$ cat config.mk
export PLATFORM = sky130hd
export DESIGN_NAME = mac_unit
export DESIGN_NICKNAME = d
export VERILOG_FILES = /design/src/rtl/mac_unit.sv
export SDC_FILE = /design/constraint.sdc
export NUM_CORES = 1
export LEC_CHECK = 0
export CORE_MARGIN = 8
export CORE_UTILIZATION = 33
export CTS_CLUSTER_DIAMETER = 200
export CTS_CLUSTER_SIZE = 30
export DETAILED_ROUTE_END_ITERATION = 12
export PLACE_DENSITY_LB_ADDON = 0.05
export SLEW_MARGIN = 15
export SYNTH_ARGS = -nofsm -noshare
export SYNTH_HDL_FRONTEND = slang
export SYNTH_SLANG_ARGS = --single-unit
$ cat constraint.sdc
create_clock -name clk -period 8.7 [get_ports clk]
set_input_delay 2.175 -clock clk [delete_from_list [all_inputs] [get_ports clk]]
set_output_delay 2.175 -clock clk [all_outputs]
set_load 0.01 [all_outputs]
$ cat src/rtl/mac_unit.sv
// Multiply-accumulate cell for the 3x3 systolic matrix multiplier.
// A and B are forwarded through one register stage, and their product is added into C.
module mac_unit #(
    parameter int DATA_W   = 8,
    parameter int ACC_W    = 8,
    parameter bit SATURATE = 1'b0
) (
    input  logic              clk,
    input  logic              reset,
    input  logic [DATA_W-1:0] A,
    input  logic [DATA_W-1:0] B,
    output logic [DATA_W-1:0] pass_A,
    output logic [DATA_W-1:0] pass_B,
    output logic [ACC_W-1:0]  C
);

    localparam int PROD_W = 2 * DATA_W;
    // One spare bit above the wider of accumulator and product so a saturating sum never overflows.
    localparam int SUM_W  = ((ACC_W > PROD_W) ? ACC_W : PROD_W) + 1;
    localparam logic [SUM_W-1:0] ACC_MAX = {{(SUM_W - ACC_W){1'b0}}, {ACC_W{1'b1}}};

    logic [PROD_W-1:0] product;
    logic [SUM_W-1:0]  sum;
    logic [ACC_W-1:0]  c_d, c_q;
    logic [DATA_W-1:0] pass_a_d, pass_a_q;
    logic [DATA_W-1:0] pass_b_d, pass_b_q;

    always_comb begin
        product  = {{DATA_W{1'b0}}, A} * {{DATA_W{1'b0}}, B};
        sum      = SUM_W'(c_q) + SUM_W'(product);
        pass_a_d = A;
        pass_b_d = B;
        c_d      = sum[ACC_W-1:0];
        if (SATURATE && (sum > ACC_MAX)) begin
            c_d = {ACC_W{1'b1}};
        end
    end

    always_ff @(posedge clk or negedge reset) begin
        if (!reset) begin
            c_q      <= '0;
            pass_a_q <= '0;
            pass_b_q <= '0;
        end else begin
            c_q      <= c_d;
            pass_a_q <= pass_a_d;
            pass_b_q <= pass_b_d;
        end
    end

    assign C      = c_q;
    assign pass_A = pass_a_q;
    assign pass_B = pass_b_q;

endmodule

==> flow_metrics.env <==
export IMPL_worstMarginPinSlew_ps=551
export IMPL_fillers=503
export IMPL_setup_violations=0
export IMPL_ir_drop_mv=0.220
export IMPL_holdBufCountCts=0
export IMPL_period_minus_slack_ps=5750
export IMPL_critPathMaxFanout=9
export IMPL_boundaryPins=42
export IMPL_cts_reportedPaths_clkPinSlew_ps=90
export IMPL_mostFrequentLayoutCells="40 x clkdlybuf4s50_1, 34 x inv_1, 24 x dfrtp_1"
export IMPL_drive_above_1_share_pct=3.57
export IMPL_r2r_setup_slack_ps=5230
export IMPL_layoutNonFillerInstCount=266
export IMPL_overflow=0
export IMPL_fin_nets=250
export IMPL_totalWireLength_um=3890
export IMPL_antenna_found_initial=0
export IMPL_cts_setup_buffers=0
export IMPL_power_density_mw_per_mm2=310
export IMPL_stdcell_area_mm2=0.00223
export IMPL_antenna_diode_count=0
export IMPL_ys_warn_count=0
export IMPL_via_count=1123
export IMPL_dp_cells=262
export IMPL_status="complete, no violations"
export IMPL_grt_max_degree=25
export IMPL_drv_cap=0
export IMPL_final_setup_tns_ps=0
export IMPL_cts_tree="yes"
export IMPL_wl_per_cell_um=14.6
export IMPL_start_util_pct=33.4
export IMPL_synth_cell_area_mm2=0.00166
export IMPL_gp_congestion=0.778
export IMPL_ant_nets=0
export IMPL_hp_class="reg -> reg"
export IMPL_cp_end_kind="register"
export IMPL_syn_to_final_growth_pct=33.9
export IMPL_worstPathArrival_ps=5950
export IMPL_die_area_mm2=0.00757
export IMPL_postSynthCellCount=151
export IMPL_die_width_um=87.0
export IMPL_synth_top_area_share_pct=36.1
export IMPL_numCtsBuffers=3
export IMPL_first_global_vias=1392
export IMPL_cts_resized=0
export IMPL_critPathKind="in -> reg"
export IMPL_core_area_mm2=0.00498
export IMPL_cp_required_ps=8900
export IMPL_place_area_mm2=0.00216
export IMPL_relSlewSlack_pct=63.3
export IMPL_timing_final_crit_share_pct=66.1
export IMPL_dr_pass1_iters=4
export IMPL_leakagePower_uw=0.00107
export IMPL_final_common_cell="clkdlybuf4s50_1"
export IMPL_drc=0
export IMPL_clock_skew_ps=0.970
export IMPL_die_h_um=87.0
export IMPL_numPortBuffers=41
export IMPL_grt_pass1_wl_um=6890
export IMPL_hpwl_um=3180
export IMPL_syn_area_per_cell_um2=11.0
export IMPL_r2r_start="C[6]"
export IMPL_vias_per_cell=4.22
export IMPL_cp_startpoint="B[0]"
export IMPL_rsz0062_at_grt="no"
export IMPL_grt_use_total_pct=11.6
export IMPL_yosysUniqueCellTypes=12
export IMPL_yosys_top_cells_area="dfrtp_1 36%, fa_1 22%, ha_1 13%, xnor2_1 8.4%, inv_1 7.7%"
export IMPL_rr_endpoint="C[7]"
export IMPL_critPathCapture="C[7]"
export IMPL_finish_utilization_pct=44.8
export IMPL_clockRootBuffer="clkbuf_8"
export IMPL_h_tree_depth=1
export IMPL_crit_path_start_kind="input port"
export IMPL_syn_nets=204
export IMPL_drt_iter0_drc=45
export IMPL_clk_latency_ps=270
export IMPL_final_max_slew_viol_count=0
export IMPL_cts_sinks=24
export IMPL_synth_top_cell_by_area="dfrtp_1"
export IMPL_ys_seq_area_share_pct=36.1
export IMPL_clk_path_buf_depth=2
export IMPL_final_hold_viol_count=0
export IMPL_reg2reg_depth=12
export IMPL_rows=26
export IMPL_fmax_mhz=174
export IMPL_ys_seq_elements=24
[cell type report]
type                            instances  area, µm²  share of cell area [%]
Tap cell                               70       87.6                    3.93
Inverter                               34        128                    5.73
Clock inverter                          1       30.0                    1.35
Clock buffer                            3       41.3                    1.85
Sequential cell                        24        601                    27.0
Multi-Input combinational cell         93        936                    42.0
Timing Repair Buffer                   41        405                    18.2
[cells in the mapped netlist]
cell,instances
ha_1,17
xnor2_1,16
dfrtp_1,24
a21o_1,2
nand2_2,1
xnor2_2,1
inv_1,34
xor2_1,1
and2_1,14
fa_1,18
nand2_1,21
a21oi_1,2
[power breakdown]
group / switching (µW) / total, µW / internal (µW) / leakage (µW)
combinational: 213 / 435 / 222 / 0.000758
clock: 38.5 / 100 / 61.5 / 0.0000357
sequential: 14.2 / 156 / 142 / 0.000280
total: 266 / 691 / 425 / 0.00107
[how the worst min path moves through the flow]
stage	from	to	slack (ps)	depth (start not counted)
after detailed placement	C[0]	C[0]	500	1
final	C[0]	C[0]	530	1
after global routing	C[0]	C[0]	540	1
after CTS	C[0]	C[0]	530	1
after global placement	C[0]	C[0]	490	1
after floorplan	C[0]	C[0]	550	1
[metrics by stage]
stage	worst slack (ps)	hold WS [ps]	power, µW
5_1_grt	2740	539	778
2_1_floorplan	3560	545	472
3_3_place_gp	2690	493	599
4_1_cts	2930	531	708
3_5_place_dp	2660	505	599
6_report	2950	534	691
[worst max-delay path, stage by stage]
cell             delay [ps]
clkdlybuf4s50_1         680
nand2_1                 150
fa_1                    500
inv_1                    50
fa_1                    500
inv_1                    50
fa_1                    480
fa_1                    560
inv_1                    50
ha_1                    310
a21oi_1                 160
xnor2_1                 150
xnor2_1                 140
[sequential cells by signal, indices dropped and copies added (netlist names)]
| register | flops |
|---|---|
| C | 8 |
| pass_A | 8 |
| pass_B | 8 |
[metal layers]
layer  up-vias  global-route usage [%]  share of wire [%]
li1        534                       -                  -
met1       558                    14.5                 47
met2        29                    19.6                 47
met3         2                    2.55                6.0
met4         0                    2.97               0.49
met5         -                       0                  0
[logic make-up after synthesis]
kind of cell / share of synthesized area, %
AND/OR/NAND/NOR: 10.4
AO/OA/AOI/OAI: 1.50
adder cells (fa/ha/maj): 34.4
flip-flops: 36.1
buffers and inverters: 7.67
XOR/XNOR: 9.92
No activity file was read; power rests on OpenSTA's default activity.
